$ cat src/rtl/pipe_share_sched.sv
// Round-robin scheduler sharing one fixed-latency, valid-only pipeline among NUM_REQ requesters.
// Optional checks are compiled in with `define PIPE_SHARE_ASSERT_EN.
module pipe_share_sched #(
  parameter int NUM_REQ    = 4,
  parameter int DATA_W     = 1,
  parameter int PIPE_LAT   = 2,
  parameter int RST_CYCLES = 3
) (
  input  logic                      clk,
  input  logic                      rst_n,
  input  logic                      enable,
  input  logic [NUM_REQ-1:0]        req_valid,
  input  logic [NUM_REQ-1:0]        req_pred,
  input  logic [NUM_REQ*DATA_W-1:0] req_x,
  output logic [NUM_REQ-1:0]        req_ready,
  output logic                      pipe_rst,
  output logic                      pipe_input_valid,
  output logic                      pipe_pred,
  output logic [DATA_W-1:0]         pipe_x,
  input  logic                      pipe_output_valid,
  input  logic [DATA_W-1:0]         pipe_out,
  output logic [NUM_REQ-1:0]        rsp_valid,
  output logic [DATA_W-1:0]         rsp_data,
  output logic                      busy,
  output logic                      idle
);

  localparam int ID_W  = (NUM_REQ > 1) ? $clog2(NUM_REQ) : 1;
  localparam int CNT_W = $clog2(PIPE_LAT + 1);
  localparam int RC_W  = $clog2(RST_CYCLES + 1);

  typedef enum logic [1:0] {
    RST_HOLD = 2'd0,
    RUN      = 2'd1,
    DRAIN    = 2'd2,
    IDLE     = 2'd3
  } state_t;

  state_t            state_r, state_nxt_s;
  logic [RC_W-1:0]   rst_cnt_r;
  logic [ID_W-1:0]   ptr_r;
  logic [PIPE_LAT-1:0] tag_vld_r;
  logic [ID_W-1:0]   tag_id_r [PIPE_LAT];
  logic [CNT_W-1:0]  cnt_r;

  logic              found_s;
  logic              grant_s;
  logic [ID_W-1:0]   gnt_id_s;
  logic [ID_W:0]     idx_s;
  logic              tail_vld_s;
  logic [ID_W-1:0]   tail_id_s;

  // Round-robin search starting at the pointer, wrapping at NUM_REQ
  always_comb begin
    found_s  = 1'b0;
    gnt_id_s = '0;
    idx_s    = '0;
    for (int k = 0; k < NUM_REQ; k++) begin
      idx_s = {1'b0, ptr_r} + (ID_W+1)'(k);
      if (idx_s >= (ID_W+1)'(NUM_REQ)) begin
        idx_s = idx_s - (ID_W+1)'(NUM_REQ);
      end else begin
        idx_s = idx_s;
      end
      if (!found_s && req_valid[idx_s[ID_W-1:0]]) begin
        found_s  = 1'b1;
        gnt_id_s = idx_s[ID_W-1:0];
      end else begin
        found_s  = found_s;
      end
    end
  end

  assign grant_s    = (state_r == RUN) && enable && found_s;
  assign tail_vld_s = tag_vld_r[PIPE_LAT-1];
  assign tail_id_s  = tag_id_r[PIPE_LAT-1];

  // Grant strobe and pipeline input mux
  always_comb begin
    req_ready        = '0;
    pipe_input_valid = 1'b0;
    pipe_pred        = 1'b0;
    pipe_x           = '0;
    if (grant_s) begin
      req_ready[gnt_id_s] = 1'b1;
      pipe_input_valid    = 1'b1;
      pipe_pred           = req_pred[gnt_id_s];
      pipe_x              = req_x[gnt_id_s*DATA_W +: DATA_W];
    end else begin
      req_ready = '0;
    end
  end

  // Result routing; outputs without a matching tag are dropped
  always_comb begin
    rsp_valid = '0;
    rsp_data  = '0;
    if (pipe_output_valid && tail_vld_s) begin
      rsp_valid[tail_id_s] = 1'b1;
      rsp_data             = pipe_out;
    end else begin
      rsp_data = '0;
    end
  end

  // Next-state logic
  always_comb begin
    state_nxt_s = state_r;
    case (state_r)
      RST_HOLD: begin
        if (rst_cnt_r == RC_W'(RST_CYCLES - 1)) begin
          state_nxt_s = enable ? RUN : IDLE;
        end else begin
          state_nxt_s = RST_HOLD;
        end
      end
      RUN: begin
        if (!enable) state_nxt_s = DRAIN;
        else         state_nxt_s = RUN;
      end
      DRAIN: begin
        if (cnt_r == '0) state_nxt_s = IDLE;
        else             state_nxt_s = DRAIN;
      end
      IDLE: begin
        if (enable) state_nxt_s = RUN;
        else        state_nxt_s = IDLE;
      end
      default: state_nxt_s = RST_HOLD;
    endcase
  end

  // State, reset-hold counter and round-robin pointer
  always_ff @(posedge clk or negedge rst_n) begin
    if (!rst_n) begin
      state_r   <= RST_HOLD;
      rst_cnt_r <= '0;
      ptr_r     <= '0;
    end else begin
      state_r <= state_nxt_s;
      if (state_r == RST_HOLD) rst_cnt_r <= rst_cnt_r + RC_W'(1);
      if (grant_s) begin
        ptr_r <= (gnt_id_s == ID_W'(NUM_REQ - 1)) ? '0 : gnt_id_s + ID_W'(1);
      end
    end
  end

  // Ownership tags travel alongside the pipeline; in-flight counter
  always_ff @(posedge clk or negedge rst_n) begin
    if (!rst_n) begin
      tag_vld_r <= '0;
      for (int i = 0; i < PIPE_LAT; i++) tag_id_r[i] <= '0;
      cnt_r <= '0;
    end else begin
      for (int i = PIPE_LAT - 1; i >= 1; i--) begin
        tag_vld_r[i] <= tag_vld_r[i-1];
        tag_id_r[i]  <= tag_id_r[i-1];
      end
      tag_vld_r[0] <= grant_s;
      tag_id_r[0]  <= gnt_id_s;
      case ({grant_s, tail_vld_s})
        2'b10:   cnt_r <= cnt_r + CNT_W'(1);
        2'b01:   cnt_r <= cnt_r - CNT_W'(1);
        default: cnt_r <= cnt_r;
      endcase
    end
  end

  assign pipe_rst = (state_r == RST_HOLD);
  assign busy     = (cnt_r != '0) | pipe_rst;
  assign idle     = (state_r == IDLE);

`ifdef PIPE_SHARE_ASSERT_EN
  pipe_share_sched_chk #(
    .NUM_REQ (NUM_REQ),
    .PIPE_LAT(PIPE_LAT),
    .CNT_W   (CNT_W)
  ) u_chk (
    .clk              (clk),
    .rst_n            (rst_n),
    .pipe_rst         (pipe_rst),
    .pipe_output_valid(pipe_output_valid),
    .tail_vld         (tail_vld_s),
    .req_ready        (req_ready),
    .cnt              (cnt_r)
  );
`endif

endmodule

`ifdef PIPE_SHARE_ASSERT_EN
`ifndef BR_ASSERT
`define BR_ASSERT(name, expr) name : assert property (@(posedge clk) disable iff (!rst_n) (expr));
`endif
module pipe_share_sched_chk #(
  parameter int NUM_REQ  = 4,
  parameter int PIPE_LAT = 2,
  parameter int CNT_W    = 2
) (
  input logic               clk,
  input logic               rst_n,
  input logic               pipe_rst,
  input logic               pipe_output_valid,
  input logic               tail_vld,
  input logic [NUM_REQ-1:0] req_ready,
  input logic [CNT_W-1:0]   cnt
);
  `BR_ASSERT(out_matches_tag, pipe_rst || (pipe_output_valid == tail_vld))
  `BR_ASSERT(ready_onehot0, $onehot0(req_ready))
  `BR_ASSERT(cnt_bound, cnt <= CNT_W'(PIPE_LAT))
  `BR_ASSERT(no_grant_in_rst, !pipe_rst || (req_ready == '0))
endmodule
`endif

$ cat config.mk
export PLATFORM = sky130hd
export DESIGN_NAME = pipe_share_sched
export DESIGN_NICKNAME = d
export VERILOG_FILES = /design/src/rtl/pipe_share_sched.sv
export SDC_FILE = /design/constraint.sdc
export NUM_CORES = 1
export LEC_CHECK = 0
export ABC_AREA = 1
export BUFFER_PORTS_ARGS = -buffer_cell sky130_fd_sc_hd__buf_4
export CAP_MARGIN = 20
export CORE_ASPECT_RATIO = 0.8
export CORE_MARGIN = 2
export CORE_UTILIZATION = 50
export DETAILED_ROUTE_END_ITERATION = 6
export PLACE_DENSITY = 0.83
export SLEW_MARGIN = 20
export SYNTH_ARGS = -nofsm -noshare
export SYNTH_HDL_FRONTEND = slang
export SYNTH_SLANG_ARGS = --single-unit
$ cat constraint.sdc
create_clock -name clk -period 2.5 [get_ports clk]
set_input_delay 0.25 -clock clk [delete_from_list [all_inputs] [get_ports clk]]
set_output_delay 0.25 -clock clk [all_outputs]
set_load 0.005 [all_outputs]
## After elaboration in Yosys (flattened, before gate mapping)

Cells that the tools add are included.

| cells by class | value |
|---|---|
| $add $sub $neg | 11 |
| magnitude comparators | 12 |
| equality and inequality tests | 7 |
| shift-type cells | 1 |
| muxes and demuxes | 39 |
| bitwise logic cells | 1 |
| reductions and logical operators | 15 |

Operators with widths:

| kind | count |
|---|---|
| $mux 2 | 12 |
| $lt 2x3->1 const B | 6 |
| $mux 1 | 16 |
| $bmux 1 s2 | 5 |
| $eq 2x2->1 const B | 5 |
| $sub 2x1->2 const B | 5 |
| $ge 3x3->1 const B | 3 |
| $logic_and 1x1->1 | 8 |
| $mux 4 | 2 |
| $pmux 2 s4 | 1 |
| $add 2x1->2 const B | 3 |
| $add 2x2->3 const B | 2 |
| $demux 1 s2 | 2 |
| $eq 2x1->1 const B | 2 |
| $ge 2x1->1 const B | 2 |
| $logic_not 2->1 | 2 |
| $pmux 2 s2 | 1 |
| $reduce_bool 2->1 | 2 |
| $shiftx 4x3->1 | 1 |
| $add 2x1->3 const B | 1 |
| $ge 2x3->1 const B | 1 |
| $logic_not 1->1 | 3 |
| $or 1x1->1 | 1 |

| storage, ports and cells | value |
|---|---|
| register bits | 14 |
| input port bits | 17 |
| output and inout bits | 15 |
| word-level logic and storage cells | 93 |

## Depth between registers and ports, before layout

Gate-level depths: netlist (run 1).

| depth | value |
|---|---|
| depth after elaboration | 19 |
| depth in mapped cells | 13 |
| depth with buffers taken out | 13 |

## Worst setup path after synthesis (run 1)

OpenSTA, ideal clock, no wires.

| path | value |
|---|---|
| path type | reg2reg |
| from | register ptr_r[0] |
| to | register cnt_r[1] |
| library setup time | 0.124 ns |
| data arrival time | 1.722 ns |
| data required time | 2.376 ns |
| setup slack | 0.654 ns |
| cell stages (with the launch flop) | 11 |
| buffers on the path | 1 |
| clock period less this slack | 1.846 ns |
| cell sequence | dfrtp_1 -> buf_6 -> nand2_4 -> nand2_4 -> o21ai_2 -> nand3b_1 -> nand2_2 -> ha_1 -> a21oi_1 -> o21ai_0 -> xnor2_1 |

| on the way | value |
|---|---|
| cells in the longest elaborated chain, start to end | 17 |
| elaborated cells on any way between the ends | 38 |
| those cells by class | add/sub (7); order compare (4); eq/ne (2); mux (17); reduce/logical (8) |

RTL lines:

| item | line | source |
|---|---|---|
| from (decl) | 41 | `logic [ID_W-1:0] ptr_r;` |
| from (signal assigned) | 143 | `ptr_r <= (gnt_id_s == ID_W'(NUM_REQ - 1)) ? '0 : gnt_id_s + ID_W'(1);` |
| parallel branches: the longest is 13 deep, another holds $add 2x1->3 | -- |  |
| $mux 1 (*) | 65 | `if (!found_s && req_valid[idx_s[ID_W-1:0]]) begin` |
| $logic_and 1x1->1 (*) | 74 | `assign grant_s = (state_r == RUN) && enable && found_s;` |
| $eq 2x1->1 / $eq 2x2->1 (equally long branches) | 161 | `case ({grant_s, tail_vld_s})` |
| $pmux 2 s2 / $reduce_bool 2->1 (equally long branches) | -- |  |
| to (signal assigned) | 162 | `2'b10: cnt_r <= cnt_r + CNT_W'(1);` |
| to (signal assigned) | 163 | `2'b01: cnt_r <= cnt_r - CNT_W'(1);` |
| to (signal assigned) | 164 | `default: cnt_r <= cnt_r;` |
| to (decl) | 44 | `logic [CNT_W-1:0] cnt_r;` |

Mark *: on every way between the ends. The select of a mux whose other input is x is not followed.
A chain may end at the register's enable or synchronous reset.

## Final worst setup path (run 1)

| path | value |
|---|---|
| from | register ptr_r[0] |
| to | output port req_ready[3] |

| on the way | value |
|---|---|
| cells in the longest elaborated chain, start to end | 19 |
| elaborated cells on any way between the ends | 44 |
| those cells by class | add/sub (7); order compare (6); mux (23); reduce/logical (8) |

RTL lines:

| item | line | source |
|---|---|---|
| parallel branches: the longest is 13 deep, another holds $add 2x1->3 | -- |  |
| $mux 2 (*) | 65 |  |
| named net gnt_id_s[0] | 48 | `logic [ID_W-1:0] gnt_id_s;` |
| $lt 2x3->1 (not written as such) / $ge 2x1->1 (equally long branches) | 85 | `req_ready[gnt_id_s] = 1'b1;` |
| $logic_and 1x1->1 (not written as such) | 85 |  |
| $mux 1 (not written as such) | 85 |  |
| $demux 1 s2 (*) | 85 |  |
| $mux 4 (*) | 84 | `if (grant_s) begin` |
| to (decl) | 15 | `output logic [NUM_REQ-1:0] req_ready,` |

Mark *: on every way through the listed nets, which the timed path passes. The select of a mux whose other input is x is not followed.

==> results of run 1 <==
[cell usage in the layout (no fill, tap or decap)]
| cell type | count |
|---|---|
| a21oi_1 | 6 |
| buf_4 | 35 |
| clkbuf_4 | 3 |
| clkbuf_8 | 1 |
| dfrtp_1 | 13 |
| dfrtp_2 | 1 |
| dlygate4sd3_1 | 1 |
| ha_1 | 6 |
| inv_1 | 23 |
| inv_2 | 3 |
| inv_4 | 2 |
| nand2_1 | 36 |
| nand2_2 | 5 |
| nand2_4 | 8 |
| nand3_1 | 8 |
| nand3_2 | 3 |
| nand3_4 | 1 |
| nand3b_1 | 3 |
| nand4_1 | 1 |
| nor2_1 | 11 |
| nor2_8 | 1 |
| nor3_1 | 5 |
| o21ai_0 | 3 |
| o21ai_1 | 2 |
| o21ai_2 | 1 |
| o21bai_1 | 1 |
| xnor2_1 | 2 |
| xor2_1 | 1 |
[final cells by class]
class                      instances  area [µm²]  area share
tap                               25       31.28     0.02181
timing repair buffer              36       272.8      0.1902
sequential                        14       351.6      0.2452
clock buffer                       4       36.28     0.02531
multi-input combinational        104       631.9      0.4407
inverter                          28       110.1     0.07679
[cell usage after synthesis]
master    count  share of area
inv_1        24          0.082
nor2_8        1          0.018
nand2_1      36           0.12
inv_2         4          0.014
nand3_4       1          0.016
buf_6         1          0.010
nand2_2       6          0.034
nand4_1       1         0.0057
nand3b_1      3          0.021
o21ai_2       1         0.0080
dfrtp_1      14           0.32
nand3_1       8          0.037
o21ai_1       2         0.0092
nor2_1       11          0.038
nand2_4       7          0.072
xor2_1        1         0.0080
o21bai_1      1         0.0069
a21oi_1       6          0.027
xnor2_1       2          0.016
o21ai_0       3          0.014
ha_1          6          0.069
nor3_1        5          0.023
nand3_2       3          0.027
[registers in the layout (all words and copies together), names as in the netlist, named ones only]
name	cells
ptr_r	2
rst_cnt_r	2
tag_vld_r	2
cnt_r	2
tail_id_s	2
tag_id_r	2
state_r	1
[layer usage]
layer	GRT usage	share of wire	vias up
li1	-	-	535
met1	0.2357	0.42	488
met2	0.3671	0.52	30
met3	0.03693	0.056	2
met4	0.01905	0.0034	0
met5	0	0	-
[report_power, final]
group	internal [mW]	total, mW	switching (mW)
Sequential	0.343	0.442	0.0997
Clock	0.0885	0.163	0.0747
Combinational	0.550	1.37	0.818
Total	0.981	1.97	0.992
[kinds of logic after synthesis]
kind of cell | Yosys count
xor gates and xnor gates | 3
buffers and inverters | 29
AOI/OAI and AO/OA | 13
DFF | 14
adders and majority gates | 6
and+or+nand+nor | 82
[worst reg2reg max path: cells and delay by family, from the launching register on]
kind                       cells  cell delay, ns
adders and majority gates      1            0.34
and+or+nand+nor                4            0.42
AOI/OAI and AO/OA              3            0.43
buffers and inverters          1            0.17
DFF                            1            0.46
xor gates and xnor gates       1            0.14
[stage by stage]
| step | total power, mW | setup slack [ns] | std cells |
|---|---|---|---|
| 2_1_floorplan | 1.409 | 0.6540 | 147 |
| 3_3_place_gp | 1.656 | 0.4082 | 203 |
| 3_5_place_dp | 1.709 | 0.3214 | 203 |
| 4_1_cts | 1.877 | 0.007257 | 208 |
| 5_1_grt | 2.162 | -0.007005 | 211 |
| 6_report | 1.974 | 0.1044 | 211 |
[timing repair]
| item | CTS | global route |
|---|---|---|
| hold buffers | 1 | 0 |
| endpoints found under the hold margin | 14 | 0 |
| endpoints found under the setup margin | 0 | 6 |
| buffers inserted | 0 | 3 |
| resized for setup | 0 | 5 |
[worst max-delay path by stage]
stage	cells after the start	end	startpoint
6_report	14	req_ready[3]	ptr_r[0]
5_1_grt	14	req_ready[3]	ptr_r[0]
2_1_floorplan	10	cnt_r[1]	ptr_r[0]
3_5_place_dp	14	req_ready[3]	ptr_r[0]
3_3_place_gp	14	req_ready[3]	ptr_r[0]
4_1_cts	14	req_ready[3]	ptr_r[0]
==> flow_summary.toml, run 1 <==
[grt]
antenna_found_initial = 0
grt_pass1_wl_mm = 3.967
grt_pass1_vias = 990
grt-ovfl-total = 0
grt_use_total = 0.1916
grt_max_degree = 15

[job]
maxCapViolCount = 0

[logic_synthesis]
synthXorXnorAreaFrac = 0.02403
synth_compound_area_frac = 0.06522
synthAdderAreaFrac = 0.06865
synth_top_family_by_area = "simple AND/OR/NAND/NOR gates"
post_synth_mux_area_share = 0
yosys.area_share.simple = 0.4153
syn_area_um2 = 1094
yosysWarnings = 0
syn_inst = 147
yosysSeqAreaShare = 0.3204
syn_area_per_cell_um2 = 7.439
yosysUniqueCellTypes = 23
syn_nets = 170
ys_ff_latch = 14

[placement]
hpwlAfterDp_mm = 1.848
place_area_um2 = 1354
place.gp.congestion = 0.8630
port_buffers = 31

[layout]
areaGrowthSynthToFinish_pct = 31.12
fill_cells = 179
fin_nets = 210
finish.utilization = 0.6761
fin_area_um2 = 1434
diodes = 0
drive_gt1_frac = 0.3441

[timing]
max_freq_mhz = 417.4
min_period_ns = 2.396
fin_worst_skew_ns = 0.005793
tightestPinTransition_ns = 0.2799
setup_violations = 0
hold_slack_ns = 0.2554
period_share = 0.9582
setup-tns-final_ns = 0
slew_violations = 0
finalHoldViolCount = 0
slew_headroom = 0.8120

[setup_path]
cp_max_fo = 9
reg2reg_to = "cnt_r[1]"
startpoint_type = "flop"
crit_path_end_kind = "output pin"
r2r_slack_ns = 0.44
r2r_cells = 10
path_delay_family = "simple AND/OR/NAND/NOR gates"
reg2reg_from = "ptr_r[0]"
crit_chain = "inv_4, nand2_1, nand2_4, nand2_1, nand2_1, nor2_1, nor2_1, nand2_4, nand2_4, inv_2, ha_1, inv_1, nor2_1, buf_4"
crit_buf_inv = 4
slowest_delay_ns = 0.46
arrival_ns = 2.15
required_ns = 2.25
slowest_stage = "dfrtp_2"
critical_path_class = "flop to output pin"

[cts]
path_clk_slew_ns = 0.09
clock_sink_count = 14
cts_root_buf = "clkbuf_4"
insertion_delay_ns = 0.28
tritoncts = "yes"
clk_path_buf_depth = 2
cts_buffers = 3
htree_levels = 1

[floorplanning]
num_rows = 15
die_w_um = 56.29
num_io_pins = 32
die_area_um2 = 2580
initial_core_util = 0.5156
coreArea_um2 = 2121
die_y_um = 45.83

[route]
wire_per_inst_um = 11.24
ant_nets = 0
drc = 0
routed_wl_mm = 2.371
vias = 1055
avgViaCountPerCell = 5.000
first_pass_iters = 4
drtIter0Drc = 49

[power]
vdd_drop_max_mv = 0.8612
leakage_nw = 0.8122
p_per_area_nw_per_um2 = 1376

[min_path]
hold_class = "input port to flop"
min_path_cells = 4
min_from = "enable"

[status]
status = "complete, no violations"
Note: power is estimated with default switching activity, not from simulation.
==> run 2: changes to the inputs <==
HOLD_SLACK_MARGIN = 0.03   (was unset)
RECOVER_POWER = 50   (was unset)
==> run 2 against run 1 <==
Against the previous run: final area shrank 0.26%; via count is essentially flat; worst hold slack is essentially flat; clock skew is the same; wire length shrank 0.21%; first-iteration DRC count shrank 2.0%; maximum frequency is the same; count of clock-buffer cells in the layout is the same; core utilization shrank 0.18 points; clock power is essentially flat; cell count is the same; register-to-register slack is essentially flat; critical path type unchanged; highest routed layer unchanged.
==> flow_summary.toml, run 2 (synthesis gave the netlist of run 1 again) <==
[placement]
placed_cells = 203
place.gp.congestion = 0.8630
port_buffers = 31
hpwlAfterDp_mm = 1.848

[timing]
setup_violations = 0
finalHoldViolCount = 0
max_freq_mhz = 417.4
fin_worst_skew_ns = 0.005793
slew_headroom = 0.4850
min_period_ns = 2.396
slew_violations = 0
tightestPinTransition_ns = 0.7725
setup-tns-final_ns = 0
hold_slack_ns = 0.2552
period_share = 0.9582

[grt]
grt_pass1_vias = 990
grt_use_total = 0.1916
grt_pass1_wl_mm = 3.967
grt-ovfl-total = 0
antenna_found_initial = 0
grt_max_degree = 15

[cts]
clock_sink_count = 14
clk_path_buf_depth = 2
cts_buffers = 3
cts_root_buf = "clkbuf_4"
path_clk_slew_ns = 0.09
tritoncts = "yes"
htree_levels = 1
insertion_delay_ns = 0.28

[setup_path]
slowest_delay_ns = 0.46
crit_chain = "inv_4, nand2_1, nand2_4, nand2_1, nand2_1, nor2_1, nor2_1, nand2_4, nand2_4, inv_2, ha_1, inv_1, nor2_1, buf_4"
slowest_stage = "dfrtp_2"
cp_max_fo = 9
arrival_ns = 2.15
path_delay_family = "simple AND/OR/NAND/NOR gates"
crit_buf_inv = 4
critical_path_class = "flop to output pin"
crit_path_end_kind = "output pin"
required_ns = 2.25
startpoint_type = "flop"

[floorplanning]
coreArea_um2 = 2121
die_y_um = 45.83
num_io_pins = 32
die_area_um2 = 2580
die_w_um = 56.29
num_rows = 15
initial_core_util = 0.5156

[route]
routed_wl_mm = 2.366
ant_nets = 0
drc = 0
avgViaCountPerCell = 5.005
wire_per_inst_um = 11.21
drtIter0Drc = 48
first_pass_iters = 4
vias = 1056

[job]
maxCapViolCount = 0

[min_path]
hold_class = "input port to flop"

[layout]
layout.cells.non_filler = 211
final_cell_mix = "nand2_1, buf_4, inv_1, dfrtp_1, nor2_1"
areaGrowthSynthToFinish_pct = 30.78
mostFrequentLayoutCell = "nand2_1"
drive_gt1_frac = 0.3387
fin_nets = 210
diodes = 0

[power]
p_per_area_nw_per_um2 = 1379
p_total_mw = 1.973
vdd_drop_max_mv = 0.8612
leakage_nw = 0.8085

[status]
status = "complete, no violations"
run 2: cell count changes in the layout (fill, tap and decap cells not counted):
| cell | change |
|---|---|
| buf_4 | -1 |
| clkbuf_1 | +1 |
run 2: worst paths after layout:
path                         startpoint      endpoint  slack (ns)  cells past startpoint
setup / recovery               ptr_r[0]  req_ready[3]        0.10                     14
hold / removal                   enable          flop        0.26                      4
setup reg to reg               ptr_r[0]      cnt_r[1]        0.44                     10
hold reg to reg            tag_vld_r[0]  tag_vld_r[1]        0.36                      0
max in group asynchronous         rst_n      ptr_r[0]        1.42                      2
min in group asynchronous         rst_n  tail_id_s[0]        0.55                      2
run 2: what timing repair did:
item	CTS	global route
setup endpoints to repair	0	6
hold endpoints to repair	14	0
resized for setup	0	5
hold buffers	1	0
buffers inserted	0	3
run 2: final cells by class:
type / count / area (µm²)
clock buffer: 4 / 36.28
fill: 179 / 690.7
inverter: 28 / 110.1
sequential: 14 / 351.6
timing repair buffer: 36 / 269.0
tap: 25 / 31.28
multi-input combinational: 104 / 631.9
run 2: routing by layer:
layer  part of all wire  up-vias  global-route usage
li1                   -      535                   -
met1               0.41      489              0.2357
met2               0.52       30              0.3671
met3              0.058        2             0.03693
met4             0.0034        0             0.01905
met5                  0        -                   0
run 2: report_power, final:
part / internal [mW] / switching (mW) / leakage, nW
Sequential: 0.343 / 0.0997 / 0.167
Clock: 0.0885 / 0.0747 / 0.0210
Combinational: 0.549 / 0.818 / 0.620
run 2: tightest hold or removal path, cell delays in order:
cell     delay, ns
buf_4         0.07
inv_1         0.04
o21ai_0       0.07
nand2_1       0.06
run 2: stage by stage:
step             util  setup slack, ns  instance area (µm²)
2_1_floorplan       -           0.6540                 1094
5_1_grt        0.6743        -0.007005                 1430
3_5_place_dp   0.6383           0.3214                 1354
3_3_place_gp   0.6383           0.4082                 1354
6_report       0.6743           0.1044                 1430
4_1_cts        0.6602         0.007257                 1400
